**src/rtl/hedios_rx_packetizer.sv**
```systemverilog
// hedios_rx_packetizer: assembles 5-byte UART packets (command + 32-bit data) into a packet FIFO.
// Optional inter-byte timeout is compiled in when HEDIOS_RX_TIMEOUT_EN is defined.
module hedios_rx_packetizer #(
    parameter int DEPTH          = 8,
    parameter int TIMEOUT_CYCLES = 100000
) (
    input  logic                   clk,
    input  logic                   rst,
    input  logic                   byte_valid,
    input  logic [7:0]             byte_data,
    input  logic                   byte_error,
    input  logic                   rx_pop_packet,
    input  logic                   rx_lost_clear,
    output logic [7:0]             rx_command,
    output logic [31:0]            rx_data,
    output logic                   rx_empty,
    output logic                   rx_full,
    output logic [$clog2(DEPTH):0] rx_level,
    output logic                   rx_lost_data,
    output logic                   rx_timeout
);
    localparam int AW = $clog2(DEPTH);
    localparam int LW = AW + 1;

    localparam logic [2:0] S_CMD = 3'd0;
    localparam logic [2:0] S_D3  = 3'd1;
    localparam logic [2:0] S_D2  = 3'd2;
    localparam logic [2:0] S_D1  = 3'd3;
    localparam logic [2:0] S_D0  = 3'd4;

    logic [2:0]    state;
    logic [7:0]    cmd_q;
    logic [23:0]   data_q;
    logic [39:0]   mem [DEPTH];
    logic [AW-1:0] wr_ptr;
    logic [AW-1:0] rd_ptr;
    logic [LW-1:0] level_next;
    logic          accept;
    logic          pkt_done;
    logic          pop_ok;
    logic          push_ok;
    logic          drop;
    logic          timeout_hit;

    assign accept   = byte_valid && !byte_error;
    assign pkt_done = accept && (state == S_D0);
    assign pop_ok   = rx_pop_packet && !rx_empty;
    // A pop on the same edge frees the slot, so a full FIFO still accepts the write.
    assign push_ok  = pkt_done && (!rx_full || pop_ok);
    assign drop     = pkt_done && rx_full && !pop_ok;

    always_ff @(posedge clk) begin
        if (rst) begin
            state  <= S_CMD;
            cmd_q  <= '0;
            data_q <= '0;
        end else if (byte_error) begin
            state <= S_CMD;
        end else if (accept) begin
            case (state)
                S_CMD: begin
                    cmd_q <= byte_data;
                    state <= S_D3;
                end
                S_D3: begin
                    data_q <= {data_q[15:0], byte_data};
                    state  <= S_D2;
                end
                S_D2: begin
                    data_q <= {data_q[15:0], byte_data};
                    state  <= S_D1;
                end
                S_D1: begin
                    data_q <= {data_q[15:0], byte_data};
                    state  <= S_D0;
                end
                default: state <= S_CMD;
            endcase
        end else if (timeout_hit) begin
            state <= S_CMD;
        end
    end

    always_ff @(posedge clk) begin
        if (push_ok) begin
            mem[wr_ptr] <= {cmd_q, data_q, byte_data};
        end
    end

    always_comb begin
        level_next = rx_level;
        if (push_ok && !pop_ok) begin
            level_next = rx_level + LW'(1);
        end else if (pop_ok && !push_ok) begin
            level_next = rx_level - LW'(1);
        end
    end

    always_ff @(posedge clk) begin
        if (rst) begin
            wr_ptr       <= '0;
            rd_ptr       <= '0;
            rx_level     <= '0;
            rx_empty     <= 1'b1;
            rx_full      <= 1'b0;
            rx_command   <= '0;
            rx_data      <= '0;
            rx_lost_data <= 1'b0;
        end else begin
            if (push_ok) begin
                wr_ptr <= wr_ptr + AW'(1);
            end
            if (pop_ok) begin
                rd_ptr                <= rd_ptr + AW'(1);
                {rx_command, rx_data} <= mem[rd_ptr];
            end
            rx_level <= level_next;
            rx_empty <= (level_next == '0);
            rx_full  <= (level_next == LW'(DEPTH));
            if (drop) begin
                rx_lost_data <= 1'b1;
            end else if (rx_lost_clear) begin
                rx_lost_data <= 1'b0;
            end
        end
    end

`ifdef HEDIOS_RX_TIMEOUT_EN
    localparam int TW = $clog2(TIMEOUT_CYCLES + 1);

    logic [TW-1:0] idle_cnt;

    // Fires on the TIMEOUT_CYCLES-th idle edge; any byte or error strobe that cycle wins.
    assign timeout_hit = (state != S_CMD) && !byte_valid && !byte_error &&
                         (idle_cnt == TW'(TIMEOUT_CYCLES - 1));

    always_ff @(posedge clk) begin
        if (rst) begin
            idle_cnt   <= '0;
            rx_timeout <= 1'b0;
        end else begin
            rx_timeout <= timeout_hit;
            if ((state == S_CMD) || byte_valid || byte_error || timeout_hit) begin
                idle_cnt <= '0;
            end else begin
                idle_cnt <= idle_cnt + TW'(1);
            end
        end
    end
`else
    localparam int unused_timeout_cycles = TIMEOUT_CYCLES;

    assign timeout_hit = 1'b0;
    assign rx_timeout  = 1'b0;
`endif

endmodule

```
**config.mk**
```make
export PLATFORM = sky130hd
export DESIGN_NAME = hedios_rx_packetizer
export DESIGN_NICKNAME = d
export VERILOG_FILES = /design/src/rtl/hedios_rx_packetizer.sv
export SDC_FILE = /design/constraint.sdc
export NUM_CORES = 1
export LEC_CHECK = 0
export CORE_ASPECT_RATIO = 0.5
export CORE_MARGIN = 8
export CORE_UTILIZATION = 25
export CTS_CLUSTER_DIAMETER = 60
export DETAILED_ROUTE_END_ITERATION = 8
export DONT_BUFFER_PORTS = 1
export GPL_ROUTABILITY_DRIVEN = 0
export GPL_TIMING_DRIVEN = 0
export HOLD_SLACK_MARGIN = 0.03
export PLACE_DENSITY_LB_ADDON = 0.25
export SLEW_MARGIN = 30
export SYNTH_ARGS = -nofsm -noshare
export SYNTH_HDL_FRONTEND = slang
export SYNTH_SLANG_ARGS = --single-unit
```
**constraint.sdc**
```tcl
create_clock -name clk -period 8.6 [get_ports clk]
set_input_delay 2.58 -clock clk [delete_from_list [all_inputs] [get_ports clk]]
set_output_delay 2.58 -clock clk [all_outputs]
set_load 0.005 [all_outputs]
```
======== Word-level counts from Yosys, hierarchy flattened ========
Memories as Yosys holds them, arrays and structs flattened. A register that Yosys moved wholly into a read port is not among the register bits.
Index checks and enable logic that the tools add are counted.
word-level totals
  register bits after elaboration ......... 48
  bits in latches ......................... 0
  memory bits (writable) .................. 320
  bits in read-only memories .............. 0
  output and inout bits ................... 48
  logic and storage cells ................. 48
  memories ................................ 1
memory list
  name  words  bits a word  read ports  clocked after memory_dff  wr ports  RTL line  RTL
  mem   8      40           1           1                         1         34        logic [39:0] mem [DEPTH];
operators by class
  add/sub/neg operators ................... 4
  multipliers ............................. 0
  div/mod/pow operators ................... 0
  magnitude comparators ................... 0
  eq/ne operators ......................... 5
  shift-type cells ........................ 0
  muxes and demuxes ....................... 7
  bitwise operators ....................... 1
  reductions and logical operators ........ 21
operators by type and width
  cell                   number
  $pmux W3 S4            1
  $logic_and A1 B1 Y1    8
  $mux W4                2
  $add A3 B1 Y3 const B  2
  $eq A3 B2 Y1 const B   2
  $reduce_and A3 Y1      2
  $logic_not A1 Y1       5
  $add A4 B1 Y4 const B  1
  $eq A4 B4 Y1 const B   1
  $logic_not A4 Y1       1
  $mux W1                4
  $sub A4 B1 Y4 const B  1
  $eq A3 B1 Y1 const B   1
  $eq A3 B3 Y1 const B   1
  $logic_not A3 Y1       1
  $reduce_or A3 Y1       1
  $reduce_bool A2 Y1     1
  $reduce_or A2 Y1       1
  $logic_or A1 B1 Y1     1
  $not A1 Y1             1

======== Logic depth before layout (Yosys ltp) ========
  depth after elaboration ................. 9
  mapped depth ............................ 6

======== Worst setup path before layout ========
No wires, ideal clock.
  path type ............................... input -> register
  from .................................... input byte_error
  to ...................................... memory mem[4][0] (enable)
  library setup time ...................... 0.495 ns
  data arrival time ....................... 6.477 ns
  path slack .............................. 1.628 ns
  stages on the path ...................... 5
  path through ............................ clkbuf_1 -> or2_2 -> a21oi_1 -> nand2b_1 -> nor3b_1
on the way
  longest elaborated chain between the ends .. 6
RTL lines
  element                        RTL line  RTL
  start, declared                11        input logic byte_error,
  $logic_not A1 Y1               45        assign accept = byte_valid && !byte_error;
  $logic_and A1 B1 Y1            45
  $logic_and A1 B1 Y1            46        assign pkt_done = accept && (state == S_D0);
  $logic_and A1 B1 Y1            49        assign push_ok = pkt_done && (!rx_full || pop_ok);
  $mux W1                        85        if (push_ok) begin
  $mux W1 (implied by the code)  86        mem[wr_ptr] <= {cmd_q, data_q, byte_data};
  end, declared                  34
Every way passes these cells.

======== Final worst setup path ========
  from .................................... input byte_error
  to ...................................... memory mem[2][21] (enable)
Same word-level chain as after synthesis.

==> flow_summary.ini <==
[global_routing]
use_met1 = 0.130
grt_overflow_total = 0
grt.busiest_layer = met2
track_usage = 0.103
antenna_found_initial = 0
grt_max_degree = 18
grt_use_met2 = 0.183
use_met3 = 0.0161
grt_pass1_wl_um = 53800
grt_pass1_vias = 8208

[job]
cap_violations = 0

[power_and_ir_drop]
power.density_nw_per_um2 = 247
p_sw_frac = 0.230
seqPwrFrac = 0.496
intPower_uw = 3450
p_clk_frac = 0.411
power_uw = 4480
ir_worst_vdd_uv = 132
leakage_uw = 0.00542
power_frac_comb = 0.093
p_sw_uw = 1030

[sta]
timing.hold.ws_ps = 520
worstMarginPinSlew_ps = 999
skew_ps = 16.4
drv_slew = 0
fmax_mhz = 207
fin_ws_ps = 3760
relSlewSlack = 0.334
min_period_ps = 4840
setup-violations-final = 0
final.period_utilization = 0.563
rsz0062_at_grt = false
fin_setup_tns_ps = 0
hold_viol_final = 0

[run_status]
status = finished, final reports clean

[setup_path]
critPathLaunchType = primary input
criticalPathCategory = primary input to flop
regToRegSetupSlack_ps = 5430
critPathMaxFanout = 9
required_ps = 8840
cp-end-kind = flop
arrival_ps = 5080

[drt]
drt_iter0_drc = 508
wl_per_cell_um = 20.2
viasPerCell = 4.37
ant_nets = 0
vias = 7835
wl_um = 36300
drc = 0
dr.pass1.iters = 4

[synth]
synth_warnings = 0
ys_ff_latch = 408
synth_ff_type = edfxtp_1
synth_area_leader_cell = edfxtp_1
synth_area_leaders = edfxtp_1 63%, mux4_2 12%, dfxtp_1 12%
synthArstFlopShare = 0
ys_seq_area_frac = 0.748
ys_types = 38
synth_fp_nets = 861
synth_top_area_share = 0.633
synth_area_per_cell_um2 = 18.0
synth_edf_count = 320
synth_most_common_cell = edfxtp_1
synth_cells = 843
syn_area_um2 = 15200
synthTopCellsByCount = 320 x edfxtp_1, 88 x dfxtp_1, 80 x mux4_2

[clocking]
root_buffer = clkbuf_16
clock_path_buffers = 3
holdBufCountCts = 0
cts_setup_buffers = 0
cts_tree = built
cts_buffers = 43
insertion_delay_ps = 540
h-tree-depth = 2
clock-sinks = 408
ctsResizeCount = 0
path_clk_slew_ps = 60

[layout]
nets = 952
layout-drive-gt1-share = 0.223
fin_area_um2 = 18100
antenna_cells = 0
fillers = 5960
syn2layout_area_growth_pct = 19.4

[floorplanning]
core_region_area_um2 = 60600
die_h_um = 190
die_x_um = 365
pin_count = 62
row_count = 64
start_util = 0.251
design.die.area_um2 = 69400

[place]
dp_worst_setup_slack_ps = 3200
place_area_um2 = 16700
port_buffers = 0
place_hpwl_um = 24500

[min_path]
hold_path.class = flop to flop
==> placed cells by master, fill, tap and decap left out, types with 2 or more instances in the layout <==
| cell type | count |
|---|---|
| clkbuf_1 | 43 |
| nor3_1 | 4 |
| buf_4 | 37 |
| mux2i_1 | 42 |
| clkbuf_16 | 46 |
| xor2_1 | 2 |
| nand3_1 | 10 |
| clkinv_1 | 6 |
| buf_2 | 10 |
| a21oi_1 | 41 |
| buf_1 | 4 |
| dfxtp_1 | 88 |
| clkinv_2 | 9 |
| buf_6 | 7 |
| ha_1 | 4 |
| nor3b_2 | 4 |
| edfxtp_1 | 320 |
| mux4_2 | 80 |
| nand2_1 | 65 |
| nor2_4 | 2 |
| clkbuf_8 | 4 |
| inv_1 | 7 |
| nor3_2 | 3 |
| bufinv_16 | 3 |
| buf_16 | 4 |
| xnor2_1 | 4 |
| nand2b_1 | 5 |
| a211oi_1 | 40 |
| nor2_1 | 55 |
==> power groups by stage <==
stage	Clock (uW)	Combinational (uW)	Sequential, uW
3_3_place_gp	0	424	2270
6_report	1840	416	2220
2_1_floorplan	0	319	2250
3_5_place_dp	0	429	2270
4_1_cts	1890	429	2230
5_1_grt	1970	461	2230
==> registers in the layout, indices dropped and copies added (netlist names) <==
signal and flops:
mem 320, rx_data 32, data_q 24, cmd_q 8, rx_command 8, rx_level 4
rd_ptr 3, state 3, wr_ptr 3, rx_empty 1, rx_full 1, rx_lost_data 1
==> stage by stage <==
step,utilization,instances
after global routing,0.299,1793
after global placement,0.268,1668
after detailed placement,0.276,1714
after CTS,0.299,1793
after floorplan,-,843
final,0.299,1793
==> cell families after synthesis <==
kind of cell,Yosys count,share of synthesized area
compound gates,89,0.0374
xor+xnor,6,0.00346
fa+ha+maj,4,0.00329
buf+inv,57,0.0156
flops,408,0.748
mux,122,0.146
other cells,1,0.000247
simple gates,156,0.0453
==> cell type report <==
class,count,area [um2],share of cell area
Multi-Input combinational cell,378,3630,0.200
Buffer,50,213,0.0117
Timing Repair Buffer,46,448,0.0247
Clock inverter,19,166,0.00918
Sequential cell,408,11400,0.627
Tap cell,825,1030,0.0569
Inverter,7,26.3,0.00145
Clock buffer,60,1240,0.0686
==> critical path, stage by stage <==
cell      delay [ps]
clkbuf_1         210
or2_2            380
a21oi_1          300
nand2b_1         270
nor3b_2          540
buf_6            220
buf_4            170
buf_4            190
buf_4            190
==> path summary, 6_finish.rpt <==
kind	cells after the start	startpoint	to
worst max-delay path	9	byte_error	mem[2][21]
worst max register to register	9	state[1]	mem[2][21]
worst min register to register	2	rx_data[27]	rx_data[27]
worst min-delay path	2	rx_data[27]	rx_data[27]
==> routing by layer <==
metal | share of wire | up-vias
met4 | 0.017 | 0
met5 | 0 | -
met3 | 0.034 | 43
li1 | - | 3493
met2 | 0.52 | 131
met1 | 0.43 | 4168
Power figures use the tool's default switching activity.
